==> src/rtl/ddr_clk_seq_pkg.sv <==
// Shared state encoding and default timing for the DDR cluster clock/reset sequencer.
package ddr_clk_seq_pkg;

   typedef enum logic [2:0] {
      ST_OFF   = 3'd0,
      ST_CKEN  = 3'd1,
      ST_HOLD  = 3'd2,
      ST_RUN   = 3'd3,
      ST_WARM  = 3'd4,
      ST_DBG   = 3'd5,
      ST_DRAIN = 3'd6
   } state_e;

   localparam int unsigned CKEN_SETUP_DEF = 4;
   localparam int unsigned RST_HOLD_DEF   = 16;
   localparam int unsigned DBG_HOLD_DEF   = 8;
   localparam int unsigned CNT_W_DEF      = 8;

endpackage

==> src/rtl/ddr_clk_seq_cnt.sv <==
// Loadable down-counter that holds at zero; zero_c flags the last cycle of a timed state.
module ddr_clk_seq_cnt #(
   parameter int unsigned CNT_W = 8
) (
   input  logic             clk,
   input  logic             rst,
   input  logic             load,
   input  logic [CNT_W-1:0] load_val,
   output logic             zero_c
);

   logic [CNT_W-1:0] cnt_q;
   logic [CNT_W-1:0] cnt_d;

   always_comb begin
      cnt_d = cnt_q;
      if (load) begin
         cnt_d = load_val;
      end else if (cnt_q != '0) begin
         cnt_d = cnt_q - CNT_W'(1);
      end
   end

   always_ff @(posedge clk) begin
      if (rst) begin
         cnt_q <= '0;
      end else begin
         cnt_q <= cnt_d;
      end
   end

   assign zero_c = (cnt_q == '0);

endmodule

==> src/rtl/ddr_clk_rst_seq.sv <==
// DDR cluster clock/reset sequencer: starts the clock before releasing reset,
// issues fixed-length warm/debug pulses and asserts reset before gating the clock.
module ddr_clk_rst_seq
   import ddr_clk_seq_pkg::*;
#(
   parameter int unsigned CKEN_SETUP = CKEN_SETUP_DEF,
   parameter int unsigned RST_HOLD   = RST_HOLD_DEF,
   parameter int unsigned DBG_HOLD   = DBG_HOLD_DEF,
   parameter int unsigned CNT_W      = CNT_W_DEF
) (
   input  logic       rclk,
   input  logic       rst,
   input  logic       start,
   input  logic       warm_req,
   input  logic       dbg_req,
   input  logic       stop_req,
   output logic       cluster_cken,
   output logic       grst_l,
   output logic       gdbginit_l,
   output logic       busy,
   output logic       ack,
   output logic [2:0] state
);

   state_e           state_q;
   state_e           state_d;
   logic             cnt_zero_c;
   logic             load_c;
   logic [CNT_W-1:0] load_val_c;

   logic cken_q, grst_l_q, gdbginit_l_q, busy_q, ack_q;
   logic cken_d, grst_l_d, gdbginit_l_d, busy_d, ack_d;

   always_ff @(posedge rclk) begin
      if (rst) begin
         state_q <= ST_OFF;
      end else begin
         state_q <= state_d;
      end
   end

   // Next state: stop beats warm beats debug; a timed state leaves when the count hits zero.
   always_comb begin
      state_d = state_q;
      case (state_q)
         ST_OFF: begin
            if (start) state_d = ST_CKEN;
         end
         ST_CKEN: begin
            if (stop_req)        state_d = ST_DRAIN;
            else if (cnt_zero_c) state_d = ST_HOLD;
         end
         ST_HOLD, ST_WARM: begin
            if (stop_req)        state_d = ST_DRAIN;
            else if (cnt_zero_c) state_d = ST_RUN;
         end
         ST_RUN: begin
            if (stop_req)      state_d = ST_DRAIN;
            else if (warm_req) state_d = ST_WARM;
            else if (dbg_req)  state_d = ST_DBG;
         end
         ST_DBG: begin
            if (stop_req)        state_d = ST_DRAIN;
            else if (warm_req)   state_d = ST_WARM;
            else if (cnt_zero_c) state_d = ST_RUN;
         end
         ST_DRAIN: begin
            if (cnt_zero_c) state_d = ST_OFF;
         end
         default: state_d = ST_OFF;
      endcase
   end

   // Counter reloads only on entry to a timed state, so absorbed requests never extend it.
   always_comb begin
      load_c     = 1'b0;
      load_val_c = '0;
      if (state_d != state_q) begin
         case (state_d)
            ST_CKEN, ST_DRAIN: begin
               load_c     = 1'b1;
               load_val_c = CNT_W'(CKEN_SETUP - 1);
            end
            ST_HOLD, ST_WARM: begin
               load_c     = 1'b1;
               load_val_c = CNT_W'(RST_HOLD - 1);
            end
            ST_DBG: begin
               load_c     = 1'b1;
               load_val_c = CNT_W'(DBG_HOLD - 1);
            end
            default: begin
               load_c     = 1'b0;
               load_val_c = '0;
            end
         endcase
      end
   end

   ddr_clk_seq_cnt #(
      .CNT_W (CNT_W)
   ) u_cnt (
      .clk      (rclk),
      .rst      (rst),
      .load     (load_c),
      .load_val (load_val_c),
      .zero_c   (cnt_zero_c)
   );

   // Outputs decoded from the next state so the registered copy lines up with state_q.
   always_comb begin
      cken_d       = (state_d != ST_OFF);
      grst_l_d     = (state_d == ST_RUN) || (state_d == ST_DBG);
      gdbginit_l_d = (state_d == ST_RUN);
      busy_d       = (state_d != ST_OFF) && (state_d != ST_RUN);
      ack_d        = (state_d == ST_RUN) && (state_q != ST_RUN);
   end

   always_ff @(posedge rclk) begin
      if (rst) begin
         cken_q       <= 1'b0;
         grst_l_q     <= 1'b0;
         gdbginit_l_q <= 1'b0;
         busy_q       <= 1'b0;
         ack_q        <= 1'b0;
      end else begin
         cken_q       <= cken_d;
         grst_l_q     <= grst_l_d;
         gdbginit_l_q <= gdbginit_l_d;
         busy_q       <= busy_d;
         ack_q        <= ack_d;
      end
   end

   assign cluster_cken = cken_q;
   assign grst_l       = grst_l_q;
   assign gdbginit_l   = gdbginit_l_q;
   assign busy         = busy_q;
   assign ack          = ack_q;
   assign state        = state_q;

endmodule
==> config.mk <==
export PLATFORM = sky130hd
export DESIGN_NAME = ddr_clk_rst_seq
export DESIGN_NICKNAME = d
export VERILOG_FILES = /design/src/rtl/ddr_clk_seq_pkg.sv /design/src/rtl/ddr_clk_seq_cnt.sv /design/src/rtl/ddr_clk_rst_seq.sv
export SDC_FILE = /design/constraint.sdc
export NUM_CORES = 1
export LEC_CHECK = 0
export CAP_MARGIN = 15
export CORE_MARGIN = 4
export CORE_UTILIZATION = 48
export CTS_CLUSTER_DIAMETER = 40
export CTS_CLUSTER_SIZE = 24
export DETAILED_ROUTE_END_ITERATION = 10
export GPL_TIMING_DRIVEN = 0
export PLACE_DENSITY = 0.74
export SYNTH_ARGS = -nofsm -noshare
export SYNTH_HDL_FRONTEND = slang
export SYNTH_SLANG_ARGS = --single-unit
==> constraint.sdc <==
create_clock -name rclk -period 2.7 [get_ports rclk]
set_clock_uncertainty 0.1 [all_clocks]
set_input_delay 0.405 -clock rclk [delete_from_list [all_inputs] [get_ports rclk]]
set_output_delay 0.405 -clock rclk [all_outputs]
set_load 0.005 [all_outputs]
==> impl_metrics.json, run 1 <==
{
  "status": "complete, but fails checks",
  "violations": "negative setup slack",
  "synthArstFlopShare_pct": 0,
  "antenna_cells": 0,
  "grt_max_degree": 11,
  "die_area_um2": 2970,
  "wl_mm": 3.04,
  "timing.final.crit_share_pct": 108,
  "root_buffer": "clkbuf_4",
  "maxSlewHeadroom_pct": 59.4,
  "cts_buffer_depth": 2,
  "synth_top_area_share_pct": 30.8,
  "synth_common_cells": "dfxtp_1 (16), nor3_1 (14), nor2_1 (11), nand2_1 (7)",
  "synth-simple-area-share_pct": 28.8,
  "cp_data_required_time_ps": 2780,
  "fin_util_pct": 74.3,
  "synth_xor_area_share_pct": 5.06,
  "clock.fmax_mhz": 344,
  "pin_count": 14,
  "synthAdderAreaFrac_pct": 2.41,
  "period_needed_ps": 2910,
  "placed_area_um2": 1210,
  "rows": 16,
  "critical_path_class": "reg -> reg",
  "synth-compound-area-share_pct": 24.0,
  "p_leak_nw": 0.546,
  "holdWs_ps": 507,
  "drc": 0,
  "max-cap-violations": 0,
  "place_congestion": 0.918,
  "cp_cell_sequence": "inv_2 > ha_4 > or4b_4 > o31ai_4 > nor2_2 > or3_4 > o32a_1 > o22ai_4 > mux2_4",
  "layout_setup_ws_ps": -207,
  "io_buffers": 12,
  "synth_top_family_by_area": "simple AND/OR/NAND/NOR gates",
  "yosysWarnings": 0,
  "antenna_found_initial": 0,
  "htree_levels": 1,
  "yosys-mux-area-fraction_pct": 4.82,
  "peakVddDrop_v": 0.00120,
  "place_ws_ps": -598,
  "syn_area_per_cell_um2": 8.80,
  "syn-num-nets": 126,
  "holdPathEnd": "u_cnt.cnt_q[4]",
  "end_kind": "flop",
  "die_w_um": 54.5,
  "gr-total-overflow": 0,
  "rsz0062_at_grt": "true",
  "nNetsFinal": 164,
  "drtAntennaViolNets": 0,
  "yosys.area.top_type": "dfxtp_1",
  "r2r_slack_ps": -210,
  "tightest_slew_ps": 604,
  "area_growth_pct": 43.3,
  "drtPass1Iterations": 4,
  "r2r_cells": 9,
  "insertion_delay_ps": 290,
  "initial_core_util_pct": 51.9,
  "synth_cells": 118,
  "multi_input_comb_area_um2": 763,
  "dp_cells": 157,
  "via_per_inst": 5.97,
  "start_kind": "flop",
  "coreArea_um2": 2000,
  "worstHoldStart": "u_cnt.cnt_q[4]",
  "vias": 1081,
  "crit-reg2reg-capture": "u_cnt.cnt_q[2]",
  "instances_no_fill": 181,
  "clk_pin_slew_ps": 90,
  "hold_viol": 0,
  "min-delay-path-class": "reg -> reg",
  "cp_max_fo": 5,
  "slew_viol_final": 0,
  "grt_pass1_wl_mm": 4.45,
  "pwr_density_cell_nw_per_um2": 1770,
  "place_hpwl_mm": 1.65,
  "stdcell_area_um2": 1490,
  "track_usage_pct": 21.0,
  "cpPeakStageDelay_ps": 500,
  "synth_cell_types": 41,
  "wire_per_inst_um": 16.8,
  "fillers": 126,
  "synth_enable_flop_cells": 0,
  "drtIter0Drc": 39,
  "tritoncts": "done",
  "ys.flop_type": "dfxtp_1",
  "report.final.setup_viol": 8,
  "cp_num_buf_inv": 1,
  "worstHoldPathCells": 2,
  "arrival_ps": 2990,
  "regArea_um2": 323,
  "crit_slowest_cell": "or4b_4",
  "grt_pass1_vias": 1001,
  "cts_buffers": 3,
  "path_delay_family": "simple AND/OR/NAND/NOR gates",
  "r2r-start": "u_cnt.cnt_q[1]",
  "clock-sinks": 16,
  "netlist_area_um2": 1040,
  "yosysSeqAreaShare_pct": 30.8,
  "synth_area_leaders": "dfxtp_1 (31%), nor3_1 (6.7%), xnor2_1 (5.1%), nor2_1 (4.0%), a21oi_1 (2.9%)",
  "die_h_um": 54.5,
  "ys_ff_latch": 16,
  "yosysMostFrequentCell": "dfxtp_1",
  "drive_gt1_share_pct": 34.4,
  "startpoint": "u_cnt.cnt_q[1]"
}
[tightest hold or removal path: stages (launching register included)]
cell	delay, ps
dfxtp_1	350
a21oi_1	170
nor3_2	60
[through the flow]
step                      setup TNS [ps]  power, mW
after floorplan                     -200       1.44
after global placement             -3080       1.69
after detailed placement           -3560       1.72
after CTS                           -728       2.25
after global routing               -2040       2.78
final                              -1460       2.63
[layout make-up]
class / count / area share (%)
well taps: 27 / 2.27
clock buffers: 3 / 1.51
plain buffers: 5 / 1.51
flip-flops and latches: 16 / 21.7
multi-input cells: 91 / 51.3
inverters: 6 / 1.51
repair buffers: 33 / 20.2
[how the worst max path moves through the flow]
stage / cells after the start / to / slack [ps]
3_3_place_gp: 8 / u_cnt.cnt_q[3] / -550
4_1_cts: 10 / u_cnt.cnt_q[2] / -140
2_1_floorplan: 9 / u_cnt.cnt_q[2] / -100
5_1_grt: 12 / u_cnt.cnt_q[0] / -290
3_5_place_dp: 8 / u_cnt.cnt_q[3] / -600
6_report: 9 / u_cnt.cnt_q[2] / -210
[flip-flops by register name, indices dropped and copies added (netlist names)]
name / flops
u_cnt.cnt_q: 8
ack: 1
cluster_cken: 1
busy: 1
gdbginit_l: 1
grst_l: 1
state: 3
[where the power goes]
part / leakage, nW / total (mW) / internal (mW) / switching [mW]
logic: 0.401 / 2.07 / 1.11 / 0.951
registers: 0.132 / 0.442 / 0.341 / 0.101
clock network: 0.0138 / 0.124 / 0.0519 / 0.0723
[per-layer routing]
layer	up-vias	wire length, um	GRT usage, %
li1	503	-	-
met1	528	1150	23.7
met2	37	1620	37.3
met3	13	133	3.81
met4	0	134	10.8
met5	-	0	0
[logic make-up (layout without fill, tap and decap cells)]
group | count (synthesis) | in the layout
AOI/OAI and AO/OA | 27 | 27
and+or+nand+nor | 52 | 52
xor gates and xnor gates | 6 | 6
buffers and inverters | 11 | 47
muxes | 4 | 4
adders and majority gates | 2 | 2
DFF | 16 | 16
[cell usage in the layout (no fill, tap or decap), types with 2 or more instances in the layout]
cell	count
nand2_1	7
nand2b_1	2
nor3_2	4
nor2_1	10
dfxtp_1	14
nand3b_1	2
buf_6	6
or3b_2	2
o21ai_0	3
buf_4	16
clkdlybuf4s50_1	12
a21oi_1	6
dfxtp_2	2
nor4_1	3
mux2i_1	2
o21ba_4	2
inv_2	2
a2111oi_4	2
or3_4	2
nand3_1	2
xnor2_1	6
a21boi_0	3
clkbuf_4	3
nor3_1	10
inv_1	4
clkbuf_1	3
mux2_4	2
[repair_timing]
item	CTS	global route
endpoints found under the setup margin	8	8
hold buffers	0	0
buffers inserted	13	8
resized for setup	12	8
pin swaps	5	6
(Power assumes the default switching activity.)
==> run 2: changes to the inputs <==
Settings changed: PLACE_DENSITY 0.74 to 0.72.
==> run 2 against run 1 <==
Against the previous run:
- the run still ends with negative setup slack left
- combinational power is 17% lower
- total power is 12% lower
- sequential share of layout area is 1.3 points higher
- final cell count is 3.9% lower
- global-route usage is 1.6 points lower
- critical path depth is 1 higher
- non-clock buffer count is 8 lower
- critical path type unchanged
- largest cell class unchanged
- largest power group unchanged
==> impl_metrics.json, run 2 (synthesis gave the netlist of run 1 again) <==
{
  "antenna_found_initial": 0,
  "drive_gt1_share_pct": 29.3,
  "clock-sinks": 16,
  "start_kind": "flop",
  "cp_num_buf_inv": 2,
  "hold_viol": 0,
  "arrival_ps": 2960,
  "tightest_slew_ps": 598,
  "timing.final.crit_share_pct": 107,
  "pwr_density_cell_nw_per_um2": 1640,
  "die_area_um2": 2970,
  "grt_pass1_vias": 901,
  "cts_buffers": 3,
  "pin_count": 14,
  "final_cell_mix": "dfxtp_1 (14), nor3_1 (12), clkdlybuf4s50_1 (12), nor2_1 (11), buf_4 (10)",
  "p_leak_nw": 0.506,
  "violations": "negative setup slack",
  "gr-total-overflow": 0,
  "drtPass1Iterations": 4,
  "nNetsFinal": 156,
  "track_usage_pct": 19.5,
  "drtIter0Drc": 20,
  "drtAntennaViolNets": 0,
  "grt_pass1_wl_mm": 4.15,
  "slew_viol_final": 0,
  "htree_levels": 1,
  "ctsHoldBuffers": 0,
  "fin_util_pct": 70.6,
  "antenna_cells": 0,
  "status": "complete, but fails checks",
  "cp_max_fo": 4,
  "wire_per_inst_um": 14.4,
  "maxSlewHeadroom_pct": 59.7,
  "stdcell_area_um2": 1410,
  "initial_core_util_pct": 51.9,
  "clk_pin_slew_ps": 90,
  "max-cap-violations": 0,
  "report.final.setup_viol": 8,
  "cpPeakStageDelay_ps": 500,
  "end_kind": "flop",
  "placed_area_um2": 1210,
  "rows": 16,
  "vias": 966,
  "cp_cell_sequence": "inv_4 > ha_4 > or4b_4 > buf_6 > a2111oi_4 > a2111oi_4 > and2_4 > o32a_1 > o22ai_4 > mux2_4",
  "min-delay-path-class": "reg -> reg",
  "place_hpwl_mm": 1.71,
  "worst_path_most_repeated_cell": "a2111oi_4",
  "root_buffer": "clkbuf_4",
  "io_buffers": 12,
  "coreArea_um2": 2000,
  "largest_register_ffs": 8,
  "top_register": "u_cnt.cnt_q",
  "drc": 0,
  "rsz0062_at_grt": "true",
  "via_per_inst": 5.55,
  "die_h_um": 54.5,
  "cts_buffer_depth": 2,
  "die_w_um": 54.5,
  "instances_no_fill": 174,
  "peakVddDrop_v": 0.00102,
  "insertion_delay_ps": 290,
  "crit_slowest_cell": "or4b_4",
  "tritoncts": "done",
  "cp_data_required_time_ps": 2790,
  "place_congestion": 0.859,
  "wl_mm": 2.51,
  "area_growth_pct": 36.0,
  "critical_path_class": "reg -> reg",
  "period_needed_ps": 2880,
  "mostFrequentLayoutCell": "dfxtp_1",
  "clock.fmax_mhz": 348,
  "path_delay_family": "compound AO/OA/AOI/OAI gates",
  "layout_setup_ws_ps": -177,
  "dp_cells": 157,
  "grt_max_degree": 11
}
[run 2: cell count changes in the layout (fill, tap and decap cells not counted), moves of 2 or more]
| cell | before | now |
|---|---|---|
| buf_4 | 16 | 10 |
| buf_6 | 6 | 3 |
| nor3_1 | 10 | 12 |
| nor3_2 | 4 | 2 |
| o21ba_2 | 0 | 2 |
| o21ba_4 | 2 | 0 |
[run 2: through the flow]
stage	setup slack, ps	power (mW)	hold WS (ps)	TNS [ps]
2_1_floorplan	-100	1.44	386	-200
3_3_place_gp	-550	1.69	456	-3100
3_5_place_dp	-591	1.72	461	-3470
4_1_cts	-166	2.15	477	-1020
5_1_grt	-289	2.50	543	-2020
6_report	-177	2.32	473	-1090
[run 2: timing repair]
action / CTS / global route
endpoints found under the setup margin: 8 / 12
pin swaps: 7 / 4
gates resized for setup: 5 / 9
setup buffers: 11 / 2
[run 2: worst paths after layout]
kind | end | start | depth (start not counted) | slack [ps]
worst max-delay path | u_cnt.cnt_q[2] | u_cnt.cnt_q[0] | 10 | -180
worst min-delay path | u_cnt.cnt_q[4] | u_cnt.cnt_q[4] | 2 | 470
worst min register to register | u_cnt.cnt_q[4] | u_cnt.cnt_q[4] | 2 | 470
worst max register to register | u_cnt.cnt_q[2] | u_cnt.cnt_q[0] | 10 | -180
[run 2: cell type report]
class	count	area, um^2
tap	27	33.8
inverter	6	25.0
timing repair buffer	25	229
fill	157	589
multi-input combinational	91	741
clock buffer	4	36.3
buffer	5	22.5
sequential	16	325
[run 2: worst reg2reg max path: stages (launching register included)]
cell and delay (ps):
dfxtp_4 370, inv_4 60, ha_4 120, or4b_4 500, buf_6 150, a2111oi_4 290, a2111oi_4 120, and2_4 170
o32a_1 370, o22ai_4 210, mux2_4 320
[run 2: metal layers]
layer	part of all wire (%)	track usage, %	up-vias	routed length (um)
met1	47	25.8	461	1170
li1	-	-	488	-
met5	0	0	-	0
met2	48	31.3	12	1210
met4	1.8	7.47	0	46
met3	3.1	3.27	5	77
[run 2: where the power goes]
| part | switching (mW) | internal (mW) |
|---|---|---|
| clock network | 0.0768 | 0.0822 |
| logic | 0.799 | 0.915 |
| registers | 0.0987 | 0.344 |
==> run 3: changes to the inputs <==
Settings changed: SETUP_SLACK_MARGIN set to 0.4.
==> run 3 against run 2 <==
Against the previous run:
- the run still ends with negative setup slack left
- clock power increased by 4%
- critical path depth unchanged
- sequential cell count unchanged
==> impl_metrics.json, run 3 (synthesis gave the netlist of run 1 again) <==
{
  "status": "complete, but fails checks",
  "violations": "negative setup slack",
  "pin_count": 14,
  "report.final.setup_viol": 8,
  "htree_levels": 1,
  "startpoint": "u_cnt.cnt_q[1]",
  "clk_pin_slew_ps": 100,
  "drive_gt1_share_pct": 35.4,
  "start_kind": "flop",
  "cts_buffer_depth": 2,
  "wl_mm": 2.87,
  "top_register": "u_cnt.cnt_q",
  "endpoint": "u_cnt.cnt_q[3]",
  "cp_max_fo": 3,
  "tightest_slew_ps": 657,
  "mostFrequentLayoutCell": "dfxtp_1",
  "drc": 0,
  "ctsHoldBuffers": 0,
  "critical_path_class": "reg -> reg",
  "end_kind": "flop",
  "insertion_delay_ps": 290,
  "die_h_um": 54.5,
  "wire_per_inst_um": 16.5,
  "vias": 1023,
  "fillers": 150,
  "r2r_cells": 10,
  "rows": 16,
  "arrival_ps": 2910,
  "placed_area_um2": 1210,
  "area_growth_pct": 41.4,
  "gr-total-overflow": 0,
  "io_buffers": 12,
  "root_buffer": "clkbuf_4",
  "r2r_slack_ps": -120,
  "cp_data_required_time_ps": 2790,
  "nNetsFinal": 156,
  "layout_setup_ws_ps": -121,
  "worstHoldStart": "u_cnt.cnt_q[4]",
  "slew_viol_final": 0,
  "drtAntennaViolNets": 0,
  "peakVddDrop_v": 0.00107,
  "crit-reg2reg-capture": "u_cnt.cnt_q[3]",
  "antenna_cells": 0,
  "drtPass1Iterations": 4,
  "largest_register_ffs": 8,
  "p_leak_nw": 0.530,
  "worstHoldPathCells": 2,
  "max-cap-violations": 0,
  "clock.fmax_mhz": 354,
  "track_usage_pct": 21.5,
  "initial_core_util_pct": 51.9,
  "period_needed_ps": 2820,
  "tritoncts": "done",
  "grt_max_degree": 11,
  "place_congestion": 0.859,
  "die_w_um": 54.5,
  "place_hpwl_mm": 1.80,
  "hold_viol": 0,
  "clock-sinks": 16,
  "r2r-start": "u_cnt.cnt_q[1]",
  "timing.final.crit_share_pct": 104,
  "pwr_density_cell_nw_per_um2": 1660,
  "grt_pass1_wl_mm": 4.64,
  "holdWs_ps": 528,
  "grt_pass1_vias": 980,
  "min-delay-path-class": "reg -> reg",
  "antenna_found_initial": 0,
  "final_cell_mix": "dfxtp_1 (14), clkdlybuf4s50_1 (12), buf_4 (10), nor2_1 (10), nor3_1 (8)",
  "rsz0062_at_grt": "true",
  "stdcell_area_um2": 1470,
  "die_area_um2": 2970,
  "coreArea_um2": 2000,
  "cts_buffers": 3,
  "drtIter0Drc": 19,
  "via_per_inst": 5.88,
  "maxSlewHeadroom_pct": 55.9
}
run 3: cell counts in the layout (fill, tap and decap cells not counted):
No cell type changed its count.
run 3: area by class of cell:
cell class / instances / area, um^2 / share of cell area [%]
clock buffers: 4 / 36.3 / 2.47
well taps: 27 / 33.8 / 2.30
plain buffers: 5 / 25.0 / 1.70
inverters: 6 / 22.5 / 1.53
flip-flops and latches: 16 / 323 / 22.0
multi-input cells: 91 / 796 / 54.2
repair buffers: 25 / 233 / 15.8
run 3: layer usage:
layer  GRT usage [%]  share of wire (%)
met1            27.6                 45
met4            9.13                1.5
met2            36.5                 50
met5               0                  0
met3            1.91                4.2
run 3: how the worst min path moves through the flow:
| stage | endpoint | slack (ps) |
|---|---|---|
| 2_1_floorplan | state[0] | 390 |
| 3_3_place_gp | u_cnt.cnt_q[4] | 460 |
| 3_5_place_dp | u_cnt.cnt_q[4] | 470 |
| 4_1_cts | u_cnt.cnt_q[4] | 520 |
| 5_1_grt | u_cnt.cnt_q[4] | 570 |
| 6_report | u_cnt.cnt_q[4] | 530 |
run 3: critical path, stage by stage (launching register included):
cell       delay (ps)
dfxtp_2           340
inv_2              70
ha_4              130
or4b_4            500
buf_6             150
a2111oi_4         280
a2111oi_4         120
and2_4            170
o32a_1            380
o22ai_4           170
mux2_4            320
run 3: what timing repair did:
action                                  in CTS  in global routing
resized for setup                           23                  5
endpoints found under the setup margin      14                 14
buffers inserted                            13                  0
pin swaps                                    7                  1
run 3: metrics by stage:
stage          utilization (%)  TNS [ps]  setup WS (ps)  cells  total power [mW]
2_1_floorplan                -      -199          -99.3    118              1.44
3_3_place_gp              60.3     -3050           -549    157              1.69
3_5_place_dp              60.3     -3440           -597    157              1.74
4_1_cts                   72.6      -390          -96.7    174              2.35
5_1_grt                   73.4     -1300           -200    174              2.59
6_report                  73.4      -581           -121    174              2.44
run 3: where the power goes:
group / internal [mW] / switching (mW) / leakage, nW
clock: 0.0821 / 0.0827 / 0.0210
sequential: 0.341 / 0.0995 / 0.132
combinational: 0.916 / 0.915 / 0.377
